===== src/rtl/act_pkg.sv =====
// act_pkg
// Shared types and defaults for the activation collect buffer.
//   bank_state_e   : per-bank occupancy state (EMPTY / FILLING / FULL)
//   DATA_WIDTH_DEF : default activation word width (IEEE-754 single)
package act_pkg;

  localparam int DATA_WIDTH_DEF = 32;

  typedef enum logic [1:0] {
    BANK_EMPTY   = 2'd0,
    BANK_FILLING = 2'd1,
    BANK_FULL    = 2'd2
  } bank_state_e;

endpackage


===== src/rtl/valid_delay_line.sv =====
// valid_delay_line
// Shift register that delays a valid strobe by LAT cycles so it lines up
// with the output of a fixed-latency datapath stage.
// Ports:
//   clk     : clock, rising edge
//   rst     : asynchronous active-low reset, clears every stage
//   i_valid : strobe entering the delayed stage
//   o_valid : strobe after LAT cycles
module valid_delay_line #(
  parameter int LAT = 3
) (
  input  logic clk,
  input  logic rst,
  input  logic i_valid,
  output logic o_valid
);

  logic [LAT-1:0] r_shift;

  always_ff @(posedge clk or negedge rst) begin
    if (!rst) begin
      r_shift <= '0;
    end else begin
      r_shift[0] <= i_valid;
      for (int i = 1; i < LAT; i++) begin
        r_shift[i] <= r_shift[i-1];
      end
    end
  end

  assign o_valid = r_shift[LAT-1];

endmodule


===== src/rtl/act_collect_buffer.sv =====
// act_collect_buffer
// Collects ReLU activations into DEPTH-word vectors using two ping-pong
// banks and streams completed vectors to the next layer over a
// valid/ready interface.
//
// Bank states:
//   state        | meaning
//   BANK_EMPTY   | no data, may be filled
//   BANK_FILLING | partially written by the fill side
//   BANK_FULL    | complete vector, owned by the drain side until its last word leaves
//
// Ports:
//   clk       : clock, rising edge
//   rst       : asynchronous active-low reset
//   z_valid   : pre-activation presented to the upstream ReLU stage
//   a         : ReLU output, valid RELU_LAT cycles after z_valid
//   out_data  : activation word to the next layer (registered)
//   out_valid : out_data valid
//   out_ready : downstream accepts out_data
//   out_last  : final word of a vector
//   overflow  : sticky, an activation was dropped because both banks were full
module act_collect_buffer
  import act_pkg::*;
#(
  parameter int DATA_WIDTH = DATA_WIDTH_DEF,
  parameter int DEPTH      = 16,
  parameter int RELU_LAT   = 3
) (
  input  logic                  clk,
  input  logic                  rst,
  input  logic                  z_valid,
  input  logic [DATA_WIDTH-1:0] a,
  output logic [DATA_WIDTH-1:0] out_data,
  output logic                  out_valid,
  input  logic                  out_ready,
  output logic                  out_last,
  output logic                  overflow
);

  localparam int IDX_W = $clog2(DEPTH);
  localparam logic [IDX_W-1:0] LAST_IDX = IDX_W'(DEPTH - 1);

  logic [DATA_WIDTH-1:0] r_mem [2][DEPTH];
  bank_state_e           r_state [2];
  bank_state_e           w_state_nxt [2];

  logic                  r_fill_sel;
  logic                  r_drain_sel;
  logic [IDX_W-1:0]      r_wr_idx;
  logic [IDX_W-1:0]      r_rd_idx;
  logic [DATA_WIDTH-1:0] r_out_data;
  logic                  r_out_valid;
  logic                  r_out_last;
  logic                  r_overflow;

  logic                  w_cap_en;
  logic                  w_xfer;
  logic                  w_drain_done;
  logic                  w_fill_free;
  logic                  w_wr_en;
  logic                  w_drop;
  logic                  w_fill_done;
  logic                  w_other;
  logic [IDX_W-1:0]      w_rd_next;

  valid_delay_line #(
    .LAT (RELU_LAT)
  ) u_valid_delay (
    .clk     (clk),
    .rst     (rst),
    .i_valid (z_valid),
    .o_valid (w_cap_en)
  );

  assign w_xfer       = r_out_valid & out_ready;
  assign w_drain_done = w_xfer & (r_rd_idx == LAST_IDX);
  // A bank whose last word leaves this cycle is free for the fill side in
  // the same cycle; without this, continuous streaming would drop a word.
  assign w_fill_free  = (r_state[r_fill_sel] != BANK_FULL) ||
                        (w_drain_done && (r_drain_sel == r_fill_sel));
  assign w_wr_en      = w_cap_en & w_fill_free;
  assign w_drop       = w_cap_en & ~w_fill_free;
  assign w_fill_done  = w_wr_en & (r_wr_idx == LAST_IDX);
  assign w_other      = ~r_drain_sel;
  assign w_rd_next    = r_rd_idx + IDX_W'(1);

  // Drain release is applied before the fill update so a bank freed and
  // refilled in the same cycle ends up FILLING.
  always_comb begin
    for (int b = 0; b < 2; b++) begin
      w_state_nxt[b] = r_state[b];
      if (w_drain_done && (r_drain_sel == 1'(b))) begin
        w_state_nxt[b] = BANK_EMPTY;
      end
      if (w_wr_en && (r_fill_sel == 1'(b))) begin
        w_state_nxt[b] = w_fill_done ? BANK_FULL : BANK_FILLING;
      end
    end
  end

  // Bank storage: synchronous write, no reset so it maps onto distributed RAM.
  always_ff @(posedge clk) begin
    if (w_wr_en) begin
      r_mem[r_fill_sel][r_wr_idx] <= a;
    end
  end

  always_ff @(posedge clk or negedge rst) begin
    if (!rst) begin
      for (int b = 0; b < 2; b++) begin
        r_state[b] <= BANK_EMPTY;
      end
      r_fill_sel <= 1'b0;
      r_wr_idx   <= '0;
      r_overflow <= 1'b0;
    end else begin
      r_state <= w_state_nxt;
      if (w_drop) begin
        r_overflow <= 1'b1;
      end
      if (w_wr_en) begin
        if (w_fill_done) begin
          r_wr_idx   <= '0;
          r_fill_sel <= ~r_fill_sel;
        end else begin
          r_wr_idx <= r_wr_idx + IDX_W'(1);
        end
      end
    end
  end

  // Output register holds drain bank[rd_idx]; it only reloads when empty or
  // when the current word is accepted, which keeps it stable under stall.
  always_ff @(posedge clk or negedge rst) begin
    if (!rst) begin
      r_drain_sel <= 1'b0;
      r_rd_idx    <= '0;
      r_out_data  <= '0;
      r_out_valid <= 1'b0;
      r_out_last  <= 1'b0;
    end else if (w_xfer) begin
      if (w_drain_done) begin
        r_rd_idx    <= '0;
        r_drain_sel <= w_other;
        r_out_last  <= 1'b0;
        // Look ahead into the other bank so back-to-back vectors need no bubble.
        if (r_state[w_other] == BANK_FULL) begin
          r_out_valid <= 1'b1;
          r_out_data  <= r_mem[w_other][0];
        end else begin
          r_out_valid <= 1'b0;
        end
      end else begin
        r_rd_idx   <= w_rd_next;
        r_out_data <= r_mem[r_drain_sel][w_rd_next];
        r_out_last <= (w_rd_next == LAST_IDX);
      end
    end else if (!r_out_valid && (r_state[r_drain_sel] == BANK_FULL)) begin
      r_out_valid <= 1'b1;
      r_out_data  <= r_mem[r_drain_sel][r_rd_idx];
      r_out_last  <= (r_rd_idx == LAST_IDX);
    end
  end

  assign out_data  = r_out_data;
  assign out_valid = r_out_valid;
  assign out_last  = r_out_last;
  assign overflow  = r_overflow;

endmodule


===== config.mk =====
export PLATFORM = sky130hd
export DESIGN_NAME = act_collect_buffer
export DESIGN_NICKNAME = d
export VERILOG_FILES = /design/src/rtl/act_pkg.sv /design/src/rtl/valid_delay_line.sv /design/src/rtl/act_collect_buffer.sv
export SDC_FILE = /design/constraint.sdc
export NUM_CORES = 1
export LEC_CHECK = 0
export ABC_AREA = 1
export BUFFER_PORTS_ARGS = -buffer_cell sky130_fd_sc_hd__buf_4
export CELL_PAD_IN_SITES_DETAIL_PLACEMENT = 0
export CELL_PAD_IN_SITES_GLOBAL_PLACEMENT = 2
export CORE_MARGIN = 3
export CORE_UTILIZATION = 45
export CTS_CLUSTER_DIAMETER = 200
export DETAILED_ROUTE_END_ITERATION = 16
export PLACE_DENSITY = 0.95
export SLEW_MARGIN = 25
export SYNTH_ARGS = -nofsm -noshare
export SYNTH_HDL_FRONTEND = slang
export SYNTH_SLANG_ARGS = --single-unit

===== constraint.sdc =====
create_clock -name clk -period 6.37 [get_ports clk]
set_clock_uncertainty 0.05 [all_clocks]
set_input_delay 1.274 -clock clk [delete_from_list [all_inputs] [get_ports clk]]
set_output_delay 1.274 -clock clk [all_outputs]
set_load 0.1 [all_outputs]

==> metrics, run 1 <==
status complete, no violations; syn avg cell area 10.0 um^2; top cells by area, synth edfxtp_1 (62%), nand3_1 (20%), nand2_1 (10%), dfrtp_1 (2.6%), buf_2 (1.9%); All-Layer GR Usage 28.9%; layout cells sized above 1 7.61%; Clk pwr share 24.3%; clk_lat worst skew 720 ps; LEAKAGE 20.4 nW; crit path capture type flip-flop; Synth-to-Final Area Change 11.6%; depth of the worst register-to-register path 13; most frequent cells in the layout nand3_1 (1,961), nand2_1 (1,315), edfxtp_1 (1,024), buf_4 (129), clkbuf_16 (116); WHS 297 ps; Synth area leader edfxtp_1; first-pass iteration count of the detailed router 6; Sequential Power Share 31.8%; maxcap violations 0; Final setup viols 0; antenna fix cells 0; startpoint class of the critical path flip-flop; cell-internal power 15.0 mW; standard-cell row count 121; fin. max-slew vios 0; crit path kind flip-flop to flip-flop; Fmax achieved 220 MHz; FFs w/ async S/R, synth around 4.8%; Non-Filler Instances 6,444; FILL cells about 9,700; first-pass GRT wire length 244,000 um; warnings from Yosys 0; H-tree levels 3; hpwl dp 89,300 um; sw frac 44.7%; top sig layer met5; Rel. slew slack 20.2%; Max clock buf depth 3; GP Congestion 0.836; Pwr per Cell Area 492 mW/mm^2; Die ar. 0.114 mm^2; drt drc 0; Worst IR Drop VDD 0.596 mV; num ports about 70; Final Core Density 50.7%; cts hold-fix bufs 0; RSZ-0062 raised after global routing false; most common cell after layout, fill and taps aside nand3_1; Placed Cells a little over 6,000; Seq/Total Area, Yosys 64.6%; commonest register cell after synthesis edfxtp_1; number of port buffers 70; Routed WL per cell 25.8 um; post-synth top area share 62.0%; Post-DRT Antenna Nets 0; largest net degree at the start of global routing 220; total wire length 166,000 um; vias per cell between 6 and 7; Die Wd around 340 um; total number of vias 39,400; Core ar. around 0.11 mm^2; initial antenna violation count 4; Final Cycle Share 71.3%; placed cell areas 0.0515 mm^2; CTS tree built; Post-CTS Setup Bufs 0; routed length on met2 75,700 um; part of the power in combinational logic between 40% and 50%; Die Ht 338 um; HP Start u_valid_delay.r_shift[1]; post-CTS sizing 0; reg2reg start r_rd_idx[0]; Req. time, crit path 6920 ps; NetSw 12.2 mW; GR Overflow Total 0; clock sink total 1,076; Initial Utilization between 40% and 50%; final net count 4,911; hold depth 0; cell area after synthesis a little under 0.05 mm^2; M1 WL 67,800 um; initial drt markers 5,459; Min-Delay Endpoint u_valid_delay.r_shift[2]; Finished Cell Area 0.0553 mm^2; Period minus WS final 4540 ps; R2R Path End out_data[2]; Hold Path Class flip-flop to flip-flop; Worst-path clk slew 60 ps; vias in the first global route 37,100; Post-synth EDFFs slightly above 1,000; net count after synthesis around 5,000; WP data arrival about 5000 ps; synth unique cells 28; r2r setup slk 1830 ps; CTS Buf Count about 110; worst-margin pin slew 1200 ps; Synth Instances 4,953; setup_tns 0 ps; met3 wire length 16,100 um; root buf cell clkbuf_16; Final Hold Viols 0; highest net fanout along the worst path 156; flop and latch count out of synthesis approximately 1,100
cells in the mapped netlist (2+ instances only):
cell and number:
o22ai_1 2, nor2_1 81, a21oi_1 33, nand4_1 8, nand3_1 1961, ha_1 6, o21ai_0 8, dfrtp_1 52
nand2_2 5, inv_1 88, clkbuf_1 84, nand2_1 1315, edfxtp_1 1024, buf_2 187, buf_1 60, inv_2 7
buf_4 21
metal layers:
layer / global-route usage (%) / up-vias
met5: 0 / -
met3: 4.32 / 364
met2: 44.8 / 2216
met1: 41.2 / 19300
met4: 11.4 / 2
li1: - / 17500
flip-flops by register name (all words and copies together), names as in the netlist, 3 cells and up:
name,count
r_state,4
r_mem,1024
r_rd_idx,4
r_wr_idx,4
u_valid_delay.r_shift,3
out_data,32
power groups by stage:
stage	Combinational [mW]	Sequential, mW	Clock, mW
finish	12.0	8.64	6.60
detailed placement	11.7	8.77	0
global placement	11.6	8.77	0
global route	12.9	8.66	6.94
CTS	11.7	8.63	6.67
floorplan	7.32	9.28	0
logic make-up (layout without fill, tap and decap cells):
logic type,count (synthesis),after routing,synth area share (%)
compound gates,49,49,0.550
xor+xnor,3,3,0.0682
fa+ha+maj,6,6,0.151
buf+inv,448,463,4.04
flops,1076,1076,64.6
simple gates,3371,3371,30.5
critical path: stages, from the launching register on:
cell	delay [ps]
dfrtp_4	550
buf_4	740
buf_12	370
buf_16	580
buf_4	870
nand3_1	170
nand3_1	130
nand3_1	120
nand3_1	200
nand2_1	70
nand2_1	60
nand3_1	100
nand2_1	70
inv_1	40
metrics by stage:
step,power [mW],setup WS [ps]
2_1_floorplan,16.6,2280
3_3_place_gp,20.4,1840
3_5_place_dp,20.5,1720
4_1_cts,27.0,1940
5_1_grt,28.5,1640
6_report,27.2,1830
how the worst max path moves through the flow:
stage	startpoint	end
after floorplan	out_ready	r_mem[0][384]
after global placement	out_ready	r_mem[1][490]
after detailed placement	out_ready	r_mem[0][483]
after CTS	r_rd_idx[1]	r_mem[0][482]
after global routing	r_rd_idx[0]	out_data[2]
final	r_rd_idx[0]	out_data[2]
final cells by class:
cell class	count	area [um^2]	area share [%]
multi-input combinational	3429	15800	28.6
clock buffer	157	3160	5.71
clock inverter	58	527	0.952
sequential	1076	32100	58.0
timing repair buffer	153	1510	2.74
inverter	95	395	0.715
tap	1476	1850	3.34
(Power assumes the default switching activity.)
==> run 2: changes to the inputs <==
Settings changed: CORE_UTILIZATION 45 to 38, PLACE_DENSITY 0.95 to 0.87.
Clock period 6.37 ns to 4.1 ns, I/O delays scaled along.
==> run 2 against run 1 <==
Effect of this change: the flow now finishes with violations (max-slew violations); first-iteration DRC count shrank 12%; worst setup slack lost 1300 ps; cell count grew 4.6%; largest power group unchanged; non-clock buffer count grew 44.
==> metrics, run 2 (same netlist as run 1, synthesis figures left out) <==
status complete, but fails checks; failing checks max-slew violations; Placed Cells 6,526 (+4.8%); Initial Utilization 38.6% (-6.8 points); post-CTS sizing 0 (unchanged); initial antenna violation count 7 (+3); Post-CTS Setup Bufs 0 (unchanged); number of port buffers 70 (unchanged); most common cell after layout, fill and taps aside nand3_1; Largest register FFs 1,024 (unchanged); Post-DRT Antenna Nets 0 (unchanged); hpwl dp 101,000 um (+13%); Final setup viols 0 (unchanged); H-tree levels 3 (unchanged); Worst IR Drop VDD 1.01 mV (+69%); crit path capture type flip-flop; GP Congestion 0.847 (+1.3%); num ports 71 (unchanged); Rel. slew slack -17.2% (-37 points); Pwr per Cell Area 772 mW/mm^2 (+57%); Routed WL per cell 25.8 um (about the same); vias per cell 5.77 (-5.6%); worst-margin pin slew 1760 ps (+560 ps); setup_tns 0 ps (unchanged); Largest Register r_mem; fin. max-slew vios 121 (+121); clk_lat worst skew 730 ps (about the same); first-pass iteration count of the detailed router 6 (unchanged); CTS Buf Count 114 (unchanged); Req. time, crit path 4660 ps (-2260 ps); LEAKAGE 20.6 nW (+1.3%); vias in the first global route 36,800 (-0.96%); clock sink total 1,076 (unchanged); Die Ht 367 um (+8.7%); Non-Filler Instances 6,743 (+4.6%); R2R Path End out_data[3]; depth of the worst register-to-register path 11 (-2); CP Cell Sequence buf_12 -> buf_12 -> nand3_1 -> nand3_1 -> nand3_1 -> nand3_1 -> nand2_1 -> nand2_1 -> nand3_1 -> nand2_1 -> inv_1; RSZ-0062 raised after global routing false; Fmax achieved 280 MHz (+27%); r2r setup slk 520 ps (-1300 ps); Core ar. 0.129 mm^2 (+18%); Period minus WS final 3580 ps (-967 ps); slowest stage delay, CP 580 ps (-290 ps); CTS tree built; drt drc 0 (unchanged); WP data arrival 4140 ps (-950 ps); initial drt markers 4,788 (-12%); layout cells sized above 1 8.34% (+0.73 points); Final Cycle Share 87.3% (+16 points); Hold Path Class input pin to async pin; standard-cell row count 131 (+8.3%); most frequent cells in the layout nand3_1 (1,961), nand2_1 (1,315), edfxtp_1 (1,024), buf_4 (167), clkbuf_16 (115); total wire length 174,000 um (+4.7%); Die Wd 367 um (+8.7%); reg2reg start r_rd_idx[0]; crit path kind flip-flop to flip-flop; slowest CP cell buf_12; Worst-path clk slew 60 ps (about the same); highest net fanout along the worst path 198 (+27%); All-Layer GR Usage 25.1% (-3.8 points); Synth-to-Final Area Change 13.0%; largest net degree at the start of global routing 199 (-9.5%); final net count 4,955 (+0.90%); GR Overflow Total 0 (unchanged); most frequent CP cell nand3_1; Final Hold Viols 0 (unchanged); Max clock buf depth 3 (unchanged); total number of vias 38,900 (-1.2%); maxcap violations 0 (unchanged); startpoint class of the critical path flip-flop; Die ar. 0.135 mm^2 (+18%); first-pass GRT wire length 252,000 um (+3.1%); cts hold-fix bufs 0 (unchanged); root buf cell clkbuf_16
run 2: cell types whose count changed in the layout (fill, tap and decap cells not counted), sizes merged:
cell      delta
bufinv       +5
diode        +4
clkinv       -4
buf         +44
clkinvlp     -5
inv          +2
run 2: layer usage:
layer	track usage, %	wire length [um]	part of all wire, %	vias up
li1	-	-	-	17600
met1	34.3	72000	41	19000
met2	39.7	79600	46	1885
met3	4.43	14500	8.3	392
met4	10.4	7740	4.4	0
met5	0	0	0	-
run 2: final cells by class:
class / count / area (um^2)
multi-input cells: 3429 / 15800
fillers: 12200 / 72500
clock inverters: 56 / 628
diodes: 4 / 10.0
flip-flops and latches: 1076 / 32100
clock buffers: 157 / 3120
well taps: 1729 / 2160
inverters: 95 / 387
repair buffers: 197 / 1850
run 2: worst max-delay path by stage:
stage                     depth (start not counted)        start       endpoint  slack, ps
after floorplan                                   9    out_valid  r_mem[0][384]        170
after detailed placement                         12  r_rd_idx[1]  r_mem[0][274]        720
after global placement                           12  r_rd_idx[1]  r_mem[0][274]        730
after global routing                             12  r_rd_idx[1]  r_mem[0][285]        560
after CTS                                        12  r_rd_idx[1]  r_mem[0][258]        690
final                                            11  r_rd_idx[0]    out_data[3]        520
run 2: worst max-delay path, delay by kind of cell (launching register included):
family,cells,cell delay [ps]
buf+inv,3,1050
flops,1,450
simple gates,8,1160
run 2: power breakdown:
group | switching [mW] | total (mW) | leakage [nW] | internal, mW
clock | 4.37 | 10.5 | 1.83 | 6.11
combinational | 14.5 | 19.5 | 8.99 | 5.05
sequential | 0.503 | 13.3 | 9.83 | 12.8
run 2: stage by stage:
stage	area (um^2)	setup WS [ps]	total power, mW	hold slack, ps	util, %
5_1_grt	56000	562	45.4	123	43.6
2_1_floorplan	49600	169	25.8	281	-
3_5_place_dp	52300	724	32.8	290	40.7
4_1_cts	56000	687	43.2	111	43.6
3_3_place_gp	52300	728	32.8	283	40.7
6_report	56000	523	43.2	129	43.6
